File: config.mk
export PLATFORM = sky130hd
export DESIGN_NAME = key_debounce_flat
export DESIGN_NICKNAME = d
export VERILOG_FILES = /design/src/rtl/key_debounce_if.sv /design/src/rtl/key_debounce.sv /design/src/flat_wrapper.sv
export SDC_FILE = /design/constraint.sdc
export NUM_CORES = 1
export LEC_CHECK = 0
export CAP_MARGIN = 10
export CORE_ASPECT_RATIO = 0.5
export CORE_MARGIN = 2
export CORE_UTILIZATION = 55
export CTS_BUF_LIST = sky130_fd_sc_hd__clkbuf_16
export CTS_CLUSTER_DIAMETER = 200
export DETAILED_ROUTE_END_ITERATION = 16
export PLACE_DENSITY = 0.73
export SYNTH_ARGS = -nofsm -noshare
export SYNTH_HDL_FRONTEND = slang
export SYNTH_SLANG_ARGS = --single-unit
File: constraint.sdc
create_clock -name CLK -period 6.7 [get_ports CLK]
set_input_delay 0.67 -clock CLK [delete_from_list [all_inputs] [get_ports CLK]]
set_output_delay 0.67 -clock CLK [all_outputs]
set_load 0.03 [all_outputs]
File: src/rtl/key_debounce_if.sv
`default_nettype none
// ============================================================================
// Module   : key_debounce_if
// Brief    : Raw key pads in, debounced level and event strobes out.
// Revision : 1.0
// ============================================================================
interface key_debounce_if #(
  parameter int NUM_KEYS = 4
);
  logic [NUM_KEYS-1:0] KEY;
  logic [NUM_KEYS-1:0] key_level;
  logic [NUM_KEYS-1:0] key_press;
  logic [NUM_KEYS-1:0] key_release;
  logic [NUM_KEYS-1:0] key_repeat;

  modport master (
    output KEY,
    input  key_level,
    input  key_press,
    input  key_release,
    input  key_repeat
  );

  modport slave (
    input  KEY,
    output key_level,
    output key_press,
    output key_release,
    output key_repeat
  );
endinterface
`default_nettype wire

File: src/rtl/key_debounce.sv
`default_nettype none
// ============================================================================
// Module   : key_debounce
// Brief    : Per-key synchroniser, tick-based debounce FSM and auto-repeat.
// Revision : 1.0
// ============================================================================
module key_debounce #(
  parameter int NUM_KEYS       = 4,
  parameter int TICK_CYCLES    = 48000,
  parameter int DEBOUNCE_TICKS = 20,
  parameter int HOLD_TICKS     = 500,
  parameter int REPEAT_TICKS   = 100
) (
  input  logic              CLK,
  input  logic              RST_N,
  key_debounce_if.slave     bus
);

  localparam int              c_tick_w    = (TICK_CYCLES > 1) ? $clog2(TICK_CYCLES) : 1;
  localparam logic [c_tick_w-1:0] c_tick_last = c_tick_w'(TICK_CYCLES - 1);
  localparam logic [15:0]     c_db_last   = 16'(DEBOUNCE_TICKS - 1);
  localparam logic [15:0]     c_hold_last = 16'(HOLD_TICKS - 1);
  localparam logic [15:0]     c_rep_last  = 16'(REPEAT_TICKS - 1);

  typedef enum logic [1:0] {
    IDLE         = 2'd0,
    PRESS_WAIT   = 2'd1,
    PRESSED      = 2'd2,
    RELEASE_WAIT = 2'd3
  } state_t;

  logic [NUM_KEYS-1:0] r_sync1;
  logic [NUM_KEYS-1:0] r_sync2;
  logic [c_tick_w-1:0] r_tick_cnt;
  logic                w_tick;

  // Pads are active-low; the synchroniser stores the pressed sense (1 = pressed).
  always_ff @(posedge CLK or negedge RST_N) begin
    if (!RST_N) begin
      r_sync1 <= '0;
      r_sync2 <= '0;
    end else begin
      r_sync1 <= ~bus.KEY;
      r_sync2 <= r_sync1;
    end
  end

  assign w_tick = (r_tick_cnt == c_tick_last);

  always_ff @(posedge CLK or negedge RST_N) begin
    if (!RST_N) begin
      r_tick_cnt <= '0;
    end else if (w_tick) begin
      r_tick_cnt <= '0;
    end else begin
      r_tick_cnt <= r_tick_cnt + 1'b1;
    end
  end

  for (genvar k = 0; k < NUM_KEYS; k++) begin : g_key
    state_t      r_state;
    state_t      w_state_nx;
    logic [15:0] r_cnt;
    logic [15:0] w_cnt_nx;
    logic [15:0] w_limit;
    logic        r_rep_phase;
    logic        w_rep_phase_nx;
    logic        r_level;
    logic        w_level_nx;
    logic        r_press;
    logic        w_press_nx;
    logic        r_release;
    logic        w_release_nx;
    logic        r_repeat;
    logic        w_repeat_nx;
    logic        w_key_s;

    assign w_key_s = r_sync2[k];
    assign w_limit = r_rep_phase ? c_rep_last : c_hold_last;

    always_ff @(posedge CLK or negedge RST_N) begin
      if (!RST_N) begin
        r_state     <= IDLE;
        r_cnt       <= '0;
        r_rep_phase <= 1'b0;
        r_level     <= 1'b0;
        r_press     <= 1'b0;
        r_release   <= 1'b0;
        r_repeat    <= 1'b0;
      end else begin
        r_state     <= w_state_nx;
        r_cnt       <= w_cnt_nx;
        r_rep_phase <= w_rep_phase_nx;
        r_level     <= w_level_nx;
        r_press     <= w_press_nx;
        r_release   <= w_release_nx;
        r_repeat    <= w_repeat_nx;
      end
    end

    // A key_s change always takes priority over a coincident tick.
    always_comb begin
      w_state_nx     = r_state;
      w_cnt_nx       = r_cnt;
      w_rep_phase_nx = r_rep_phase;
      w_level_nx     = r_level;
      w_press_nx     = 1'b0;
      w_release_nx   = 1'b0;
      w_repeat_nx    = 1'b0;
      case (r_state)
        IDLE: begin
          if (w_key_s) begin
            w_state_nx = PRESS_WAIT;
            w_cnt_nx   = '0;
          end
        end
        PRESS_WAIT: begin
          if (!w_key_s) begin
            w_state_nx = IDLE;
          end else if (w_tick) begin
            if (r_cnt == c_db_last) begin
              w_state_nx     = PRESSED;
              w_level_nx     = 1'b1;
              w_press_nx     = 1'b1;
              w_cnt_nx       = '0;
              w_rep_phase_nx = 1'b0;
            end else begin
              w_cnt_nx = r_cnt + 16'd1;
            end
          end
        end
        PRESSED: begin
          if (!w_key_s) begin
            w_state_nx = RELEASE_WAIT;
            w_cnt_nx   = '0;
          end else if (w_tick) begin
            if (r_cnt == w_limit) begin
              w_repeat_nx    = 1'b1;
              w_cnt_nx       = '0;
              w_rep_phase_nx = 1'b1;
            end else begin
              w_cnt_nx = r_cnt + 16'd1;
            end
          end
        end
        RELEASE_WAIT: begin
          if (w_key_s) begin
            w_state_nx = PRESSED;
            w_cnt_nx   = '0;
          end else if (w_tick) begin
            if (r_cnt == c_db_last) begin
              w_state_nx   = IDLE;
              w_level_nx   = 1'b0;
              w_release_nx = 1'b1;
              w_cnt_nx     = '0;
            end else begin
              w_cnt_nx = r_cnt + 16'd1;
            end
          end
        end
        default: begin
          w_state_nx = IDLE;
        end
      endcase
    end

    assign bus.key_level[k]   = r_level;
    assign bus.key_press[k]   = r_press;
    assign bus.key_release[k] = r_release;
    assign bus.key_repeat[k]  = r_repeat;
  end

endmodule
`default_nettype wire
File: src/flat_wrapper.sv
// flat-port wrapper written by rule: the top's interface ports become plain ports
module key_debounce_flat 
#(
  parameter int NUM_KEYS       = 4,
  parameter int TICK_CYCLES    = 48000,
  parameter int DEBOUNCE_TICKS = 20,
  parameter int HOLD_TICKS     = 500,
  parameter int REPEAT_TICKS   = 100
)
  (CLK, RST_N, bus_KEY, bus_key_level, bus_key_press, bus_key_release, bus_key_repeat);
  key_debounce_if #(.NUM_KEYS(NUM_KEYS)) bus_i ();
  input  logic CLK;
  input  logic RST_N;
  input wire logic [$bits(bus_i.KEY)-1:0] bus_KEY;
  output wire logic [$bits(bus_i.key_level)-1:0] bus_key_level;
  output wire logic [$bits(bus_i.key_press)-1:0] bus_key_press;
  output wire logic [$bits(bus_i.key_release)-1:0] bus_key_release;
  output wire logic [$bits(bus_i.key_repeat)-1:0] bus_key_repeat;
  assign bus_i.KEY = bus_KEY;
  assign bus_key_level = bus_i.key_level;
  assign bus_key_press = bus_i.key_press;
  assign bus_key_release = bus_i.key_release;
  assign bus_key_repeat = bus_i.key_repeat;
  key_debounce #(.NUM_KEYS(NUM_KEYS), .TICK_CYCLES(TICK_CYCLES), .DEBOUNCE_TICKS(DEBOUNCE_TICKS), .HOLD_TICKS(HOLD_TICKS), .REPEAT_TICKS(REPEAT_TICKS)) u_core (.CLK(CLK), .RST_N(RST_N), .bus(bus_i));
endmodule
==> results of run 1 <==
power breakdown:
part	internal [uW]	total, uW	switching (uW)	leakage (uW)
Clock	573	894	321	0.000295
Sequential	705	713	8.29	0.00158
Combinational	15.7	53.3	37.6	0.00131
placed cells by master, fill, tap and decap left out, drive strengths merged, types with 19 or more instances in the layout:
| cell | n |
|---|---|
| nand3 | 50 |
| dfrtp | 116 |
| nand4 | 19 |
| nor4 | 23 |
| clkdlybuf4s50 | 20 |
| o21ai | 59 |
| nand2 | 85 |
| a21oi | 57 |
| and3 | 22 |
| nor3 | 23 |
| inv | 20 |
| nor2 | 71 |
path summary, 6_finish.rpt:
path                                            end  slack [ns]  cells past startpoint                 start
setup / recovery           u_core.g_key[0].r_cnt[2]        3.21                      7  u_core.r_tick_cnt[0]
hold / removal             u_core.g_key[0].r_cnt[6]        0.22                      1                 RST_N
setup reg to reg           u_core.g_key[0].r_cnt[2]        3.21                      7  u_core.r_tick_cnt[0]
hold reg to reg                   u_core.r_sync2[2]        0.35                      0     u_core.r_sync1[2]
max in group asynchronous   u_core.g_key[2].r_press        5.12                      2                 RST_N
min in group CLK                  u_core.r_sync2[2]        0.35                      0     u_core.r_sync1[2]
critical path, delay by kind of cell (launching register included):
family / cells / cell delay (ns)
simple gates: 3 / 1.66
flops: 1 / 0.38
fa+ha+maj: 1 / 0.22
compound gates: 3 / 1.08
stage by stage:
| step | hold WS (ns) | setup WS [ns] |
|---|---|---|
| floorplan | 0.331 | 4.23 |
| global placement | 0.332 | 3.35 |
| detailed placement | 0.335 | 3.28 |
| CTS | 0.234 | 3.26 |
| global route | 0.260 | 3.02 |
| finish | 0.215 | 3.21 |
kinds of logic (layout without fill, tap and decap cells):
group,count (synthesis),in the layout,synth area share (%)
and+or+nand+nor,368,368,28.7
AOI/OAI and AO/OA,203,203,18.8
xor gates and xnor gates,18,18,2.30
muxes,12,12,1.79
adders and majority gates,5,5,0.913
buffers and inverters,71,75,5.12
DFF,116,116,42.4
flip-flops by register name, indices dropped and copies added, names as in the netlist, named ones only:
name / cells
u_core.g_key.r_level: 4
u_core.g_key.r_repeat: 4
u_core.r_tick_cnt: 16
u_core.r_sync1: 4
u_core.r_sync2: 4
u_core.g_key.r_cnt: 64
u_core.g_key.r_press: 4
u_core.g_key.r_release: 4
u_core.g_key.r_state: 4
u_core.g_key.r_rep_phase: 4
per-layer routing:
metal	routed length [um]	track usage (%)
met1	7690	36.7
met2	7150	37.1
met3	1110	6.54
met4	133	6.68
met5	0	0
layout make-up:
class	instances	area [sq um]	area share (%)
inverter	18	67.6	0.889
multi-input combinational	606	3610	47.5
clock inverter	15	148	1.94
timing repair buffer	25	238	3.13
tap	165	206	2.72
sequential	116	2900	38.2
clock buffer	17	425	5.60
==> flow_summary.toml, run 1 <==
[run_status]
status = "finished, final reports clean"

[cts]
cts_buffers = 17
post_cts_buffers = 0
hold_buffers = 0
clockBufferDepth = 2
clkLatencyLatePin_ns = 0.42
cts.sinks = 116
post_cts_resized = 0
htree_num_levels = 4
cts-root-buf = "clkbuf_16"
clk_pin_slew_ns = 0.05
tritoncts = "built"

[pwr]
power_density_mw_per_mm2 = 219
power_uw = 1660
ir_drop_uv = 165
p_leak_uw = 0.00318

[synthesis]
yosysMostFrequentCell = "dfrtp_1"
synth_edf_count = 0
netlist_area_sq_mm = 0.00685
synth_area_leaders = "dfrtp_1, nand2_1, o21ai_0"
ys.flop_type = "dfrtp_1"
synth_warnings = 0
synthCells = 793
synth_cell_types = 73
synth_async_sr_flop_share_pct = 100
synth_top_area_cell = "dfrtp_1"
synth_commonest_cells = "dfrtp_1, nand2_1, nor2_1"
synth-seq-cells = 116
yosysSeqAreaShare_pct = 42.4
avgSynthCellArea_sq_um = 8.64
synthesis.nets = 804
synth_top_area_share_pct = 42.4

[worst_setup_path]
critPathMaxFanout = 32
critPathSlowestCell = "or4_1"
crit_type = "reg2reg"
crit_path_start_kind = "flip-flop"
cp_data_arrival_time_ns = 3.76
crit_chain = "ha_1, nand4_1, or4_1, o21ai_0, nor2_1, o21ai_0, a311oi_1"
cp_common_cell = "o21ai_0"
cp_slowest_stage_delay_ns = 1.18
end_kind = "flip-flop"
critical_path_required_ns = 6.97

[cells_and_area]
final_util_pct = 63.4
fillers = 1036
nets = 795
fin_area_sq_mm = 0.00760
finalNonFillerCells = 962
drive_gt1_share_pct = 7.40
diodes = 0
syn2layout_area_growth_pct = 10.9

[run]
max_cap_viol_count = 0

[die]
start_util_pct = 57.2
die_area_sq_mm = 0.0134
die_w_um = 162
core-area_sq_mm = 0.0120
rows = 28
die_y_um = 82.9
io_pins = 22

[sta]
worst_slew_pin_slew_ns = 1.15
rsz0062_at_grt = "no"
fmax_mhz = 287
final.setup_skew_ns = 0.0154
setup_viol = 0
hold_viol = 0
slew_headroom_pct = 23.3
finalCritPeriodShare_pct = 52.1
fin_crit_ns = 3.49
drv_slew = 0
tns_ns = 0

[place]
io_buffers = 21
dp_cells = 930
place_area_sq_mm = 0.00702
place_congestion = 0.897
place_hpwl_um = 10800

[grt]
antenna_found_initial = 0
gr-total-overflow = 0
track_usage_pct = 25.1
grt_pass1_wl_um = 27400
grt_pass1_vias = 5542
grt_start_max_net_pins = 80

[drt]
dr_total_vias = 6094
drtIter0Drc = 574
wirelength_um = 16100
via_per_inst = 6.33
ant_nets = 0
drc = 0
firstDrtPassIters = 5
wire_per_inst_um = 16.7

[hold_path]
hp-class = "in2async"
Note: power is estimated with default switching activity, not from simulation.
==> run 2: changes to the inputs <==
--- a/config.mk
+++ b/config.mk
@@ -12,7 +12,7 @@
 export CTS_BUF_LIST = sky130_fd_sc_hd__clkbuf_16
 export CTS_CLUSTER_DIAMETER = 200
 export DETAILED_ROUTE_END_ITERATION = 16
-export PLACE_DENSITY = 0.73
+export PLACE_DENSITY = 0.75
 export SYNTH_ARGS = -nofsm -noshare
 export SYNTH_HDL_FRONTEND = slang
 export SYNTH_SLANG_ARGS = --single-unit
==> constraint.sdc (replaced) <==
create_clock -name CLK -period 3.2 [get_ports CLK]
set_input_delay 0.32 -clock CLK [delete_from_list [all_inputs] [get_ports CLK]]
set_output_delay 0.32 -clock CLK [all_outputs]
set_load 0.03 [all_outputs]
==> flow_summary.toml, run 2 (synthesis gave the netlist of run 1 again) <==
[die]
die_y_um = 82.9
die_w_um = 162
die_area_sq_mm = 0.0134
rows = 28
start_util_pct = 57.2
io_pins = 22
core-area_sq_mm = 0.0120

[sta]
hold_ws_ns = 0.0114
worst_slew_pin_slew_ns = 0.871
fin_crit_ns = 2.77
fmax_mhz = 361
finalCritPeriodShare_pct = 86.6
drv_slew = 0
setup_slack_ns = 0.430
tns_ns = 0
final.setup_skew_ns = 0.0100
hold_viol = 0
setup_viol = 0
rsz0062_at_grt = "no"
slew_headroom_pct = 41.9

[worst_setup_path]
crit_chain = "or4b_4, or4_1, buf_4, o211ai_1, o21ai_0, a221oi_1, mux2i_1"
cp_slowest_stage_delay_ns = 0.56
critPathSlowestCell = "or4b_4"
crit_path_start_kind = "flip-flop"
rr_worst_depth = 7
end_kind = "flip-flop"
crit_type = "reg2reg"
critical_path_required_ns = 3.48
cp_data_arrival_time_ns = 3.05
critPathMaxFanout = 32

[cts]
cts_buffers = 17
post_cts_resized = 0
post_cts_buffers = 0
clockBufferDepth = 2
cts.sinks = 116
tritoncts = "built"
clk_pin_slew_ns = 0.06
htree_num_levels = 4
hold_buffers = 0
cts-root-buf = "clkbuf_16"
clkLatencyLatePin_ns = 0.41

[place]
place_hpwl_um = 10900
dp_slack_ns = 0.477
io_buffers = 21
place_congestion = 0.946

[pwr]
ir_drop_uv = 312
power_uw = 3680
intPower_uw = 2880
switching_share_pct = 21.5
combPwrFrac_pct = 3.2
seqPwrFrac_pct = 40.6
p_clk_share_pct = 56.2
power_density_mw_per_mm2 = 474
p_leak_uw = 0.00325
p_sw_uw = 791

[run]
max_cap_viol_count = 0

[drt]
dr_total_vias = 6228
wire_per_inst_um = 16.8
via_per_inst = 6.41
wirelength_um = 16300
drc = 0
firstDrtPassIters = 6
drtIter0Drc = 674
ant_nets = 0

[cells_and_area]
diodes = 0
final_common_cell = "dfrtp_1"
nets = 805
top_regs = "u_core.g_key.r_cnt: 64 flops, u_core.r_tick_cnt: 16 flops"
final_cell_mix = "dfrtp_1, nand2_1, nor2_1"
largest_register = "u_core.g_key.r_cnt"
syn2layout_area_growth_pct = 13.2
largest_reg_flops = 64
drive_gt1_share_pct = 8.92

[grt]
grt_pass1_vias = 5716
gr-total-overflow = 0
track_usage_pct = 25.4
antenna_found_initial = 0
grt_pass1_wl_um = 28000
grt_start_max_net_pins = 68

[hold_path]
hp-class = "in2async"

[run_status]
status = "finished, final reports clean"
-- run 2: cell types whose count changed in the layout (fill, tap and decap cells not counted), sizes merged --
cell,change
clkinv,-3
bufinv,+2
inv,-1
buf,+10
clkinvlp,+2
-- run 2: worst paths after layout --
check / start / end / slack [ns]
max in group asynchronous: RST_N / u_core.g_key[1].r_cnt[13] / 2.43
min in group CLK: u_core.r_sync1[2] / u_core.r_sync2[2] / 0.35
min reg2reg: u_core.r_sync1[2] / u_core.r_sync2[2] / 0.35
max: u_core.r_tick_cnt[7] / u_core.g_key[2].r_cnt[7] / 0.43
min: RST_N / u_core.g_key[0].r_press / 0.01
max reg2reg: u_core.r_tick_cnt[7] / u_core.g_key[2].r_cnt[7] / 0.43
-- run 2: critical path: cells and delay by family, from the launching register on --
family	cells	cell delay (ns)
DFF	1	0.42
buffers and inverters	1	0.26
and+or+nand+nor	2	1.03
muxes	1	0.12
AOI/OAI and AO/OA	3	0.80
-- run 2: final cells by class --
class / count / area (sq um)
multi-input combinational: 606 / 3610
fill: 972 / 4230
sequential: 116 / 2900
tap: 165 / 206
clock buffer: 17 / 425
inverter: 18 / 67.6
clock inverter: 15 / 214
timing repair buffer: 35 / 325
-- run 2: per-stage QoR --
step	area, sq um	cells	util (%)
after floorplan	6850	793	-
after global placement	7110	940	59.3
after detailed placement	7110	940	59.3
after CTS	7750	972	64.7
after global routing	7750	972	64.7
final	7750	972	64.7
-- run 2: power groups by stage --
stage / clock network, uW / logic, uW / registers (uW)
floorplan: 0 / 71.9 / 1500
global placement: 0 / 115 / 1520
detailed placement: 0 / 117 / 1520
CTS: 2080 / 118 / 1490
global route: 2170 / 133 / 1490
finish: 2070 / 117 / 1490
-- run 2: layer usage --
metal	GRT usage, %	share of wire, %	vias to the layer above
li1	-	-	2931
met1	36.2	46	2978
met2	37.7	45	274
met3	6.09	7.7	45
met4	9.41	1.9	0
met5	0	0	-
==> edit 1, RTL diff (flow settings as in run 2) <==
One comparison of `r_cnt` changes from == to >=.
--- a/src/rtl/key_debounce.sv
+++ b/src/rtl/key_debounce.sv
@@ -148,7 +148,7 @@
             w_state_nx = PRESSED;
             w_cnt_nx   = '0;
           end else if (w_tick) begin
-            if (r_cnt == c_db_last) begin
+            if (r_cnt >= c_db_last) begin
               w_state_nx   = IDLE;
               w_level_nx   = 1'b0;
               w_release_nx = 1'b1;
Function: no difference found for any inputs over 4 cycles, from zero or initial values and one cycle with RST_N low; that may be too few to reach the edited logic, so the function may still have changed.
==> edit 1 against run 2 <==
Design area fell by 6.7%; global-route usage fell by 1.6 points; highest routed layer unchanged; setup slack got worse by 25 ps; sequential power rose by 3%; count of clock-buffer cells in the layout did not move; non-clock buffer count fell by 5; critical endpoint is now u_core.g_key[0].r_cnt[11]; synthesized area fell by 6.8%; wire length fell by 15%; core utilization rose by 0.20 points; power fell by 0.97%; the flow now finishes with violations (hold timing); sequential cell count did not move; critical path depth fell by 1.
==> edit 1: results (changes against run 2) <==
max_stage_delay_ps: 600  # +40 ps
fin_hold_ws_ps: -47.27  # -58.69 ps
outcome: "finished with violations"
grt_pass1_wl_mm: 23.52  # -16%
drive_gt1_share_pct: 8.033  # -0.89 points
crit_fanout: 14  # -56%
cp_slowest_cell: "or4_1"
failed_checks: "hold timing"
hpwl_mm: 9.178  # -16%
r2r_end: "u_core.g_key[0].r_cnt[11]"
yosysSeqAreaShare_pct: 45.45  # +3.1 points
place_area_sq_um: 6626  # -6.8%
wirelength_mm: 13.84  # -15%
vias_per_cell: 6.235  # -2.7%
synth_xor_area_share_pct: 2.880  # +0.58 points
grt_pass1_vias: 4955  # -13%
place.gp.congestion: 0.8855  # -6.4%
final-hold-violation-count: 32  # +32
fin_crit_ps: 2795  # +24.66 ps
grt_start_max_net_pins: 117  # +72%
r2r_cells: 6  # -1
grt_usage_pct: 23.75  # -1.6 points
clkPwrFrac_pct: 53.5  # -2.7 points
synthMuxAreaShare_pct: 0.3331  # -1.5 points
clock-skew-final_ps: 10.27  # +0.2727 ps
drtIter0Drc: 499  # -26%
post-place-ws_ps: 515.1  # +38.41 ps
netlist.area_leader.share_pct: 45.45  # +3.1 points
synth.distinct_cells: 67  # -8.2%
synth_compound_area_share_pct: 17.14  # -1.7 points
total_leakage_power_nw: 3.155  # -3.0%
pg_comb_mw: 0.164  # +40%
slew_headroom_pct: 43.48  # +1.5 points
r2r_slack_ps: 410  # -20 ps
nets: 720  # -11%
internal_power_mw: 2.778  # -3.7%
worstPathArrival_ps: 3100  # +50 ps
[edit 1: cell types whose count changed in the layout (fill, tap and decap cells not counted), sizes merged, moves of 9 or more]
cell,before,now
inv,19,35
nor4,23,12
nand2,85,56
o21ai,59,48
o31ai,2,14
mux2i,10,1
a22o,9,19
a21oi,57,20
[edit 1: per-stage QoR]
step                hold WS [ps]  std cells  power (mW)
floorplan                  24.41        705       1.644
global placement           334.0        835       1.711
detailed placement         336.4        835       1.718
CTS                        15.95        867       3.666
global route               7.527        867       3.763
finish                    -47.27        867       3.640
[edit 1: metal layers]
metal,track usage [%],wire length (um)
met1,33.18,6662
met5,0,0
met2,36.39,6250
met3,5.127,749
met4,9.266,182
[edit 1: final cells by class]
type,count,area [sq um],share of cell area [%]
clock buffer,17,425.4,5.881
clock inverter,15,181.4,2.508
timing repair buffer,30,287.8,3.979
multi-input combinational,512,3134,43.33
inverter,32,120.1,1.661
tap,145,181.4,2.508
sequential,116,2903,40.13
==> edit 2, RTL diff (settings of run 2) <==
Without the edit above. `NUM_KEYS` is set to 4 in 3 places; all go to 3.
--- a/src/rtl/key_debounce_if.sv
+++ b/src/rtl/key_debounce_if.sv
@@ -5,7 +5,7 @@
 // Revision : 1.0
 // ============================================================================
 interface key_debounce_if #(
-  parameter int NUM_KEYS = 4
+  parameter int NUM_KEYS = 3
 );
   logic [NUM_KEYS-1:0] KEY;
   logic [NUM_KEYS-1:0] key_level;
--- a/src/rtl/key_debounce.sv
+++ b/src/rtl/key_debounce.sv
@@ -5,7 +5,7 @@
 // Revision : 1.0
 // ============================================================================
 module key_debounce #(
-  parameter int NUM_KEYS       = 4,
+  parameter int NUM_KEYS       = 3,
   parameter int TICK_CYCLES    = 48000,
   parameter int DEBOUNCE_TICKS = 20,
   parameter int HOLD_TICKS     = 500,
--- a/src/flat_wrapper.sv
+++ b/src/flat_wrapper.sv
@@ -1,7 +1,7 @@
 // flat-port wrapper written by rule: the top's interface ports become plain ports
 module key_debounce_flat 
 #(
-  parameter int NUM_KEYS       = 4,
+  parameter int NUM_KEYS       = 3,
   parameter int TICK_CYCLES    = 48000,
   parameter int DEBOUNCE_TICKS = 20,
   parameter int HOLD_TICKS     = 500,
Interface: changed (5 resized); port bits go from 22 to 17. The function was not compared with the original's and may differ.
==> edit 2 against run 2 <==
Design area fell by 24%; synthesized area decreased by 22%; setup slack better by 98 ps; sequential cell count shrank 25; largest power group unchanged; first-iteration DRC count shrank 48%; clock power fell by 43%; non-clock buffer count is 7 lower; wire length shrank 26%; power down 33%.
==> edit 2: results (changes against run 2) <==
synth.area.top_cells: "dfrtp_1 (42%), o21ai_0 (5.6%), a21oi_1 (5.0%)"
cts-root-to-sink-buffers: 2  # unchanged
worstSetupPathType: "reg -> reg"
fill_cells: 824  # -15%
ctsRootBufferMaster: "clkbuf_16"
swShare_pct: 20.95  # -0.56 points
numCtsBuffers: 9  # -8
synthesis.nets: 630  # -22%
peakVddDrop_uv: 253.5  # -19%
outcome: "finished clean"
cts_setup_buffers: 0  # unchanged
clkLatencyLatePin_ps: 340  # -70 ps
grt_start_max_net_pins: 76  # +12%
dp_cells: 738  # -21%
htreeDepth: 3  # -1
clock-skew-final_ps: 6.224  # -3.775 ps
worst_pin_slew_ps: 943.0  # +72.05 ps
p_seq_mw: 1.17  # -21%
worstPathArrival_ps: 2910  # -140 ps
r2r_cells: 7  # unchanged
ys_top_cells_by_count: "dfrtp_1 (91), o21ai_0 (60), nand2_1 (58)"
hold_class: "in -> async"
vias_per_cell: 6.309  # -1.5%
dr.pass1.iters: 5  # -1
post-place-ws_ps: 537.4  # +60.64 ps
n_antenna_cell: 0  # unchanged
place.gp.congestion: 0.9395  # -0.73%
cts_resized: 0  # unchanged
wirelength_mm: 12.13  # -26%
hpwl_mm: 8.394  # -23%
synthArstFlopShare_pct: 100.0  # unchanged
top_regs: "u_core.g_key.r_cnt x48, u_core.r_tick_cnt x16"
grt_antenna_before_repair: 0  # unchanged
grt_usage_pct: 24.87  # -0.51 points
timing.rr.start: "u_core.r_tick_cnt[0]"
yosysSeqAreaShare_pct: 42.41  # about the same
r2r_slack_ps: 530  # +100 ps
fin_crit_sh_pct: 83.51  # -3.1 points
seqPwrFrac_pct: 47.6  # +7.0 points
drive_gt1_share_pct: 6.947  # -2.0 points
io_buffers: 16  # -24%
crit_fanout: 26  # -19%
synth.avg_cell_area_sq_um: 8.646  # +0.10%
nets: 623  # -23%
share_comb_of_total_power_pct: 4.5  # +1.3 points
grt_pass1_vias: 4367  # -24%
synth.distinct_cells: 68  # -6.8%
avgRoutedWirePerCell_um: 16.08  # -4.2%
total_leakage_power_nw: 2.318  # -29%
drtIter0Drc: 349  # -48%
grt_pass1_wl_mm: 20.98  # -25%
yosysWarnings: 0  # unchanged
cp-endpoint: "u_core.g_key[1].r_cnt[3]"
cts.reportedPaths.clkPinSlew_ps: 60  # about the same
cap_violations: 0  # unchanged
edit 2: cell families after synthesis:
group,Yosys count,share of synthesized area [%]
multiplexers,7,1.305
XOR/XNOR,17,2.773
AO/OA/AOI/OAI,205,24.17
AND/OR/NAND/NOR,225,21.79
buffers and inverters,72,6.618
adder cells (fa/ha/maj),4,0.9322
flip-flops,91,42.41
edit 2: layout make-up:
cell class              instances  area [sq um]  share of cell area (%)
repair buffers                 28         247.7                   4.223
well taps                     135         168.9                   2.879
flip-flops and latches         91          2277                   38.81
clock buffers                   9         225.2                   3.839
multi-input cells             458          2743                   46.75
inverters                      26         97.59                   1.663
clock inverters                 7         107.6                   1.834
edit 2: per-stage QoR:
stage	utilization, %	hold WS, ps	area (sq um)
after detailed placement	58.39	336.3	5534
after floorplan	-	24.41	5369
after CTS	61.90	150.0	5867
after global routing	61.90	205.5	5867
final	61.90	98.01	5867
after global placement	58.39	333.6	5534
edit 2: worst max-delay path: stages (launching register included):
cell,delay [ps]
dfrtp_1,380
ha_1,260
nand4_4,160
or4_4,760
a21oi_1,260
o22ai_1,270
a21o_1,240
a22o_1,220
edit 2: how the worst min path moves through the flow:
stage                       from                        to  slack, ps
5_1_grt                    RST_N  u_core.g_key[1].r_cnt[2]        210
2_1_floorplan              RST_N                 async pin         20
3_5_place_dp   u_core.r_sync1[1]         u_core.r_sync2[1]        340
3_3_place_gp   u_core.r_sync1[1]         u_core.r_sync2[1]        330
6_report                   RST_N  u_core.g_key[1].r_cnt[1]        100
4_1_cts                    RST_N  u_core.g_key[1].r_cnt[3]        150
edit 2: metal layers:
layer	vias up	track usage (%)	routed length (um)
met4	0	7.190	200
li1	2287	-	-
met2	170	39.47	5613
met1	2275	34.62	5594
met5	-	0	0
met3	25	5.541	719
